<file path="config.mk">
export PLATFORM = sky130hd
export DESIGN_NAME = ram_port_arbiter_flat
export DESIGN_NICKNAME = d
export VERILOG_FILES = /design/src/rtl/ram_port_arbiter_if.sv /design/src/rtl/ram_port_arbiter.sv /design/src/flat_wrapper.sv
export SDC_FILE = /design/constraint.sdc
export NUM_CORES = 1
export LEC_CHECK = 0
export BUFFER_PORTS_ARGS = -buffer_cell sky130_fd_sc_hd__buf_2
export CORE_MARGIN = 1.5
export CORE_UTILIZATION = 40
export CTS_BUF_LIST = sky130_fd_sc_hd__clkbuf_8
export DETAILED_ROUTE_END_ITERATION = 6
export HOLD_SLACK_MARGIN = 0.1
export PLACE_DENSITY = 0.74
export SLEW_MARGIN = 20
export SYNTH_ARGS = -nofsm -noshare
export SYNTH_HDL_FRONTEND = slang
export SYNTH_SLANG_ARGS = --single-unit
</file>
<file path="constraint.sdc">
create_clock -name clk -period 3 [get_ports clk]
set_input_delay 0.75 -clock clk [delete_from_list [all_inputs] [get_ports clk]]
set_output_delay 0.75 -clock clk [all_outputs]
set_load 0.02 [all_outputs]
</file>
<file path="src/rtl/ram_port_arbiter_if.sv">
// ram_port_arbiter_if: requester and RAM-side signals of the RAM port arbiter.
//
// Handshake: a requester raises reqX with weX/addrX/wdataX and holds all four
// stable until it sees gntX=1. gntX is a one-cycle pulse meaning "your command
// is on the RAM port this cycle". Dropping reqX before gntX withdraws the
// command. A read returns one-cycle rvalidX one cycle after gntX, and rdata is
// valid in that cycle.
interface ram_port_arbiter_if #(
    parameter int AW = 10,
    parameter int DW = 8
);
    logic          req0;
    logic          we0;
    logic [AW-1:0] addr0;
    logic [DW-1:0] wdata0;
    logic          gnt0;
    logic          rvalid0;

    logic          req1;
    logic          we1;
    logic [AW-1:0] addr1;
    logic [DW-1:0] wdata1;
    logic          gnt1;
    logic          rvalid1;

    logic [DW-1:0] rdata;
    logic          ram_we;
    logic [AW-1:0] ram_addr;
    logic [DW-1:0] ram_data;
    logic [DW-1:0] ram_q;

    // Arbiter side.
    modport slave (
        input  req0, we0, addr0, wdata0,
        input  req1, we1, addr1, wdata1,
        input  ram_q,
        output gnt0, rvalid0, gnt1, rvalid1,
        output rdata, ram_we, ram_addr, ram_data
    );

    // Requester / RAM side.
    modport master (
        output req0, we0, addr0, wdata0,
        output req1, we1, addr1, wdata1,
        output ram_q,
        input  gnt0, rvalid0, gnt1, rvalid1,
        input  rdata, ram_we, ram_addr, ram_data
    );
endinterface

</file>
<file path="src/rtl/ram_port_arbiter.sv">
// ram_port_arbiter: shares one single-port synchronous RAM (registered read)
// between two req/gnt requesters, issuing at most one command per cycle.
//
// Build option RAM_ARB_FIXED_PRIO_EN: when defined, requester 0 wins whenever
// it is eligible (fixed priority). When undefined, ties are broken
// round-robin using the last-served pointer.
module ram_port_arbiter #(
    parameter int AW = 10,
    parameter int DW = 8
) (
    input  logic             clk,
    input  logic             rst,
    ram_port_arbiter_if.slave bus
);

    // A requester granted this cycle is ignored until the next cycle, which
    // is why a lone continuous requester is served every other cycle.
    logic elig0;
    logic elig1;
    logic win0;
    logic win1;

    logic          gnt0_q,    gnt0_d;
    logic          gnt1_q,    gnt1_d;
    logic          last_q,    last_d;     // last requester served
    logic          ram_we_q,  ram_we_d;
    logic [AW-1:0] addr_q,    addr_d;
    logic [DW-1:0] data_q,    data_d;
    logic          rvalid0_q, rvalid0_d;
    logic          rvalid1_q, rvalid1_d;

    // Winner selection from the current requests.
    always_comb begin
        elig0 = bus.req0 & ~gnt0_q;
        elig1 = bus.req1 & ~gnt1_q;
`ifdef RAM_ARB_FIXED_PRIO_EN
        win0  = elig0;
        win1  = elig1 & ~elig0;
`else
        // On a tie, serve whoever was not served last (last_q=1 favours 0).
        win0  = elig0 & (~elig1 | last_q);
        win1  = elig1 & ~win0;
`endif
    end

    // Next-state: load the winner's command; otherwise hold address/data.
    always_comb begin
        gnt0_d    = win0;
        gnt1_d    = win1;
        last_d    = last_q;
        ram_we_d  = 1'b0;
        addr_d    = addr_q;
        data_d    = data_q;
        // The RAM samples the command issued this cycle; its q is valid next.
        rvalid0_d = gnt0_q & ~ram_we_q;
        rvalid1_d = gnt1_q & ~ram_we_q;
        if (win0) begin
            ram_we_d = bus.we0;
            addr_d   = bus.addr0;
            data_d   = bus.wdata0;
            last_d   = 1'b0;
        end else if (win1) begin
            ram_we_d = bus.we1;
            addr_d   = bus.addr1;
            data_d   = bus.wdata1;
            last_d   = 1'b1;
        end
    end

    // State registers with synchronous reset.
    always_ff @(posedge clk) begin
        if (rst) begin
            gnt0_q    <= 1'b0;
            gnt1_q    <= 1'b0;
            last_q    <= 1'b1;
            ram_we_q  <= 1'b0;
            addr_q    <= '0;
            data_q    <= '0;
            rvalid0_q <= 1'b0;
            rvalid1_q <= 1'b0;
        end else begin
            gnt0_q    <= gnt0_d;
            gnt1_q    <= gnt1_d;
            last_q    <= last_d;
            ram_we_q  <= ram_we_d;
            addr_q    <= addr_d;
            data_q    <= data_d;
            rvalid0_q <= rvalid0_d;
            rvalid1_q <= rvalid1_d;
        end
    end

    assign bus.gnt0     = gnt0_q;
    assign bus.gnt1     = gnt1_q;
    assign bus.rvalid0  = rvalid0_q;
    assign bus.rvalid1  = rvalid1_q;
    // A command registered before reset must not reach the RAM while rst is
    // high, so the write enable is masked combinationally.
    assign bus.ram_we   = ram_we_q & ~rst;
    assign bus.ram_addr = addr_q;
    assign bus.ram_data = data_q;
    assign bus.rdata    = bus.ram_q;

endmodule
</file>
<file path="src/flat_wrapper.sv">
// flat-port wrapper written by rule: the top's interface ports become plain ports
module ram_port_arbiter_flat 
#(
    parameter int AW = 10,
    parameter int DW = 8
)
  (clk, rst, bus_req0, bus_we0, bus_addr0, bus_wdata0, bus_req1, bus_we1, bus_addr1, bus_wdata1, bus_ram_q, bus_gnt0, bus_rvalid0, bus_gnt1, bus_rvalid1, bus_rdata, bus_ram_we, bus_ram_addr, bus_ram_data);
  ram_port_arbiter_if #(.AW(AW), .DW(DW)) bus_i ();
  input  logic clk;
  input  logic rst;
  input wire logic [$bits(bus_i.req0)-1:0] bus_req0;
  input wire logic [$bits(bus_i.we0)-1:0] bus_we0;
  input wire logic [$bits(bus_i.addr0)-1:0] bus_addr0;
  input wire logic [$bits(bus_i.wdata0)-1:0] bus_wdata0;
  input wire logic [$bits(bus_i.req1)-1:0] bus_req1;
  input wire logic [$bits(bus_i.we1)-1:0] bus_we1;
  input wire logic [$bits(bus_i.addr1)-1:0] bus_addr1;
  input wire logic [$bits(bus_i.wdata1)-1:0] bus_wdata1;
  input wire logic [$bits(bus_i.ram_q)-1:0] bus_ram_q;
  output wire logic [$bits(bus_i.gnt0)-1:0] bus_gnt0;
  output wire logic [$bits(bus_i.rvalid0)-1:0] bus_rvalid0;
  output wire logic [$bits(bus_i.gnt1)-1:0] bus_gnt1;
  output wire logic [$bits(bus_i.rvalid1)-1:0] bus_rvalid1;
  output wire logic [$bits(bus_i.rdata)-1:0] bus_rdata;
  output wire logic [$bits(bus_i.ram_we)-1:0] bus_ram_we;
  output wire logic [$bits(bus_i.ram_addr)-1:0] bus_ram_addr;
  output wire logic [$bits(bus_i.ram_data)-1:0] bus_ram_data;
  assign bus_i.req0 = bus_req0;
  assign bus_i.we0 = bus_we0;
  assign bus_i.addr0 = bus_addr0;
  assign bus_i.wdata0 = bus_wdata0;
  assign bus_i.req1 = bus_req1;
  assign bus_i.we1 = bus_we1;
  assign bus_i.addr1 = bus_addr1;
  assign bus_i.wdata1 = bus_wdata1;
  assign bus_i.ram_q = bus_ram_q;
  assign bus_gnt0 = bus_i.gnt0;
  assign bus_rvalid0 = bus_i.rvalid0;
  assign bus_gnt1 = bus_i.gnt1;
  assign bus_rvalid1 = bus_i.rvalid1;
  assign bus_rdata = bus_i.rdata;
  assign bus_ram_we = bus_i.ram_we;
  assign bus_ram_addr = bus_i.ram_addr;
  assign bus_ram_data = bus_i.ram_data;
  ram_port_arbiter #(.AW(AW), .DW(DW)) u_core (.clk(clk), .rst(rst), .bus(bus_i));
endmodule
</file>
=== After elaboration in Yosys (flattened, before gate mapping) ===
Index checks and enable logic that the tools add are counted.

* Output and inout port bits: 31
* Input bits: 50
* Word-level logic and storage cells: 31
* Flip-flop bits (word level): 24

* Bitwise gates (word level): 14
* Mux-type cells: 8
* Reductions and logical operators: 1

{| class="wikitable"
|+ Operators by type and width
! kind !! count
|-
| $mux 10 || 2
|-
| $mux 8 || 2
|-
| $and 1x1->1 || 7
|-
| $not 1->1 || 6
|-
| $mux 1 || 4
|-
| $reduce_bool 2->1 || 1
|-
| $or 1x1->1 || 1
|}

=== Logic depth before layout (Yosys ltp) ===
* Depth in word-level cells: 9
* Depth in mapped cells: 5

=== Least setup slack after synthesis ===
Ideal clock, no wire load.

* Path type: input to output
* From: input port rst
* To: output port bus_ram_we
* Arrival time: 1.180 ns
* Data required time: 2.250 ns
* Cell stages on the path: 2
* Buffers on the path: 1
* Setup slack: 1.070 ns
* Path through: buf_6 nor2b_1

* Word-level cells in the longest chain between the ends: 2

{| class="wikitable"
|+ RTL lines
! item !! RTL line !! source
|-
| start: declaration || flat_wrapper.sv:10 || <nowiki>input logic rst;</nowiki>
|-
| $not 1->1 || ram_port_arbiter.sv:99 || <nowiki>assign bus.ram_we = ram_we_q & ~rst;</nowiki>
|-
| $and 1x1->1 || ram_port_arbiter.sv:99 ||
|-
| end: declaration || flat_wrapper.sv:25 || <nowiki>output wire logic [$bits(bus_i.ram_we)-1:0] bus_ram_we;</nowiki>
|}

Every way passes these cells.

=== Final worst setup path ===
Same ends and word-level chain as after synthesis.

==> summary.json <==
{
  "ys_ff_latch": 24,
  "placement.cell_area_um2": 1550,
  "layout.cells.most_common_list": "buf_2 (64), nor3_1 (37), dfxtp_1 (24)",
  "slew_headroom_pct": 37.0,
  "cts_hold_repair.buffers": 0,
  "synthesis.nets": 185,
  "netSwitchingFraction_pct": 28.9,
  "port_buffers": 64,
  "cell_internal_pwr_uw": 614,
  "tritoncts_clock_tree": "built",
  "fin_skew_ns": 0.00698,
  "clock_tree.htree_level_count": 1,
  "finalNetCount": 233,
  "filler_cell_count": 376,
  "power.leakage_uw": 0.000653,
  "antenna_found_initial": 0,
  "fmax_ghz": 0.444,
  "path_max_fanout": 25,
  "initial_core_util_pct": 41.8,
  "drt.antenna.violating_nets": 0,
  "rsz0062_at_grt": "no",
  "post_layout_total_power_uw": 863,
  "post_synth.cell_area_avg_um2": 10.4,
  "sequential_share_of_the_synthesized_area_pct": 34.2,
  "cap_violations": 0,
  "cts-buffers-inserted": 3,
  "post_cts.resized_instances": 0,
  "hpwlAfterDp_mm": 2.22,
  "via_density": 5.31,
  "drc_violations_left": 0,
  "slew_violations": 0,
  "proportion_of_layout_cells_with_a_drive_suffix_above_1_pct": 52.7,
  "chipWidth_um": 62.3,
  "dr.pass1.iters": 4,
  "fp.coreArea_um2": 3360,
  "final.setup.tns_ns": 0,
  "vias": 1210,
  "run_status": "completed",
  "ant_diodes": 0,
  "area_delta_synth_final_pct": 15.6,
  "fraction_of_power_consumed_by_sequential_logic_pct": 42.3,
  "ctsLongestPathBuffers": 2,
  "wire_length_of_the_first_global_routing_pass_mm": 5.42,
  "grt_max_degree": 39,
  "dieArea_um2": 3880,
  "dp_slack_ns": 0.752,
  "worstMarginPinSlew_ns": 0.945,
  "data_required_time_of_the_critical_path_ns": 2.25,
  "clock_root_buffer": "clkbuf_8",
  "share_comb_of_total_power_pct": 25.4,
  "placement_rows": 21,
  "worstPathArrival_ns": 1.50,
  "number_of_global_route_vias_before_repair": 1157,
  "power.density_nw_per_um2": 531,
  "worst_setup_path_start_kind": "primary input",
  "post_synth_instance_area_um2": 1410,
  "cp-end-kind": "primary output",
  "timing.final.hold_violations": 0,
  "routed_wire_length_per_instance_um": 14.0,
  "register_clock_pin_slew_on_the_reported_worst_setup_and_hold_paths_ns": 0.09,
  "synth.lib_cells_used.distinct": 21,
  "finalWorstPathRequiredPeriod_ns": 2.25,
  "finalWirelength_mm": 3.19,
  "grt_remaining_overflow": 0,
  "power.share.clock_pct": 32.3,
  "synth_warnings": 0,
  "commonest_non_fill_non_tap_cell_in_the_layout": "buf_2",
  "power.switching_uw": 249,
  "io-pin-count": 81,
  "final-setup-viol-count": 0,
  "global_route.usage.total_pct": 16.7,
  "place.gp.congestion": 0.703,
  "insertion_delay_ns": 0.26,
  "post-route-period-util_pct": 75.1,
  "min_path_type": "register to register",
  "vdd_ir_drop_max_v": 0.000219,
  "drt_first_iter_violations": 72,
  "chipHeight_um": 62.3,
  "postCtsSetupRepairBufs": 0,
  "synthesis.instances": 135,
  "finalWorstSetupSlack_ns": 0.748,
  "critPathKind": "primary input to primary output",
  "cts_sinks": 24,
  "final_cell_area_um2": 1620
}
## synth_stat cells (all sizes together)
library cell	number	share of area [%]
nor3	37	13
dfxtp	24	34
buf	21	15
a211oi	19	13
nor4	18	14
clkbuf	4	3.9
nor3b	3	2.4
nand2b	2	0.89
nor2b	2	0.89
a211o	1	0.62
a21oi	1	0.36
and2b	1	0.71
nand3b	1	0.53
o211ai	1	0.53
## per-layer routing
layer | routed length (um) | global-route usage, % | up-vias
li1 | - | - | 596
met1 | 1480 | 22.1 | 566
met2 | 1490 | 29.1 | 48
met3 | 220 | 3.44 | 0
met4 | 0 | 1.67 | 0
met5 | 0 | 0 | -
## cell families after synthesis
| group | Yosys count | synth area share (%) |
|---|---|---|
| buffers and inverters | 25 | 18.5 |
| AO/OA/AOI/OAI | 22 | 14.9 |
| AND/OR/NAND/NOR | 64 | 32.4 |
| flip-flops | 24 | 34.2 |
## critical path, stage by stage
cell and delay [ns]:
buf_2 0.47, nor2b_1 0.09, buf_2 0.18
## path summary, 6_finish.rpt
path	slack, ns	startpoint	endpoint	cells past startpoint
setup reg to reg	1.29	u_core.bus.gnt1	u_core.bus.ram_addr[0]	3
hold / removal	0.45	u_core.ram_we_q	u_core.bus.rvalid0	1
hold reg to reg	0.45	u_core.ram_we_q	u_core.bus.rvalid0	1
setup / recovery	0.75	rst	bus_ram_we	3
## per-stage QoR
| step | utilization, % | cells | hold WS (ns) |
|---|---|---|---|
| after floorplan | - | 135 | 0.413 |
| after global placement | 46.2 | 224 | 0.451 |
| after detailed placement | 46.2 | 224 | 0.436 |
| after CTS | 48.3 | 228 | 0.452 |
| after global routing | 48.3 | 228 | 0.468 |
| final | 48.3 | 228 | 0.454 |
## power groups by stage
stage	logic [uW]	clock network (uW)	registers (uW)
after floorplan	154	0	406
after global placement	218	0	372
after detailed placement	222	0	372
after CTS	222	289	365
after global routing	239	307	369
final	219	278	365
## cell type report
type | count | area (um2) | share of cell area, %
clock buffers | 3 | 41.3 | 2.54
clock inverters | 1 | 30.0 | 1.85
well taps | 46 | 57.6 | 3.54
multi-input cells | 86 | 664 | 40.9
repair buffers | 68 | 350 | 21.6
flip-flops and latches | 24 | 480 | 29.6
## flip-flops by register name, indices dropped and copies added (netlist names)
register / flops
u_core.bus.gnt0: 1
u_core.bus.rvalid0: 1
u_core.bus.ram_data: 8
u_core.bus.gnt1: 1
u_core.bus.rvalid1: 1
u_core.last_q: 1
u_core.ram_we_q: 1
u_core.bus.ram_addr: 10
(Power assumes the default switching activity.)
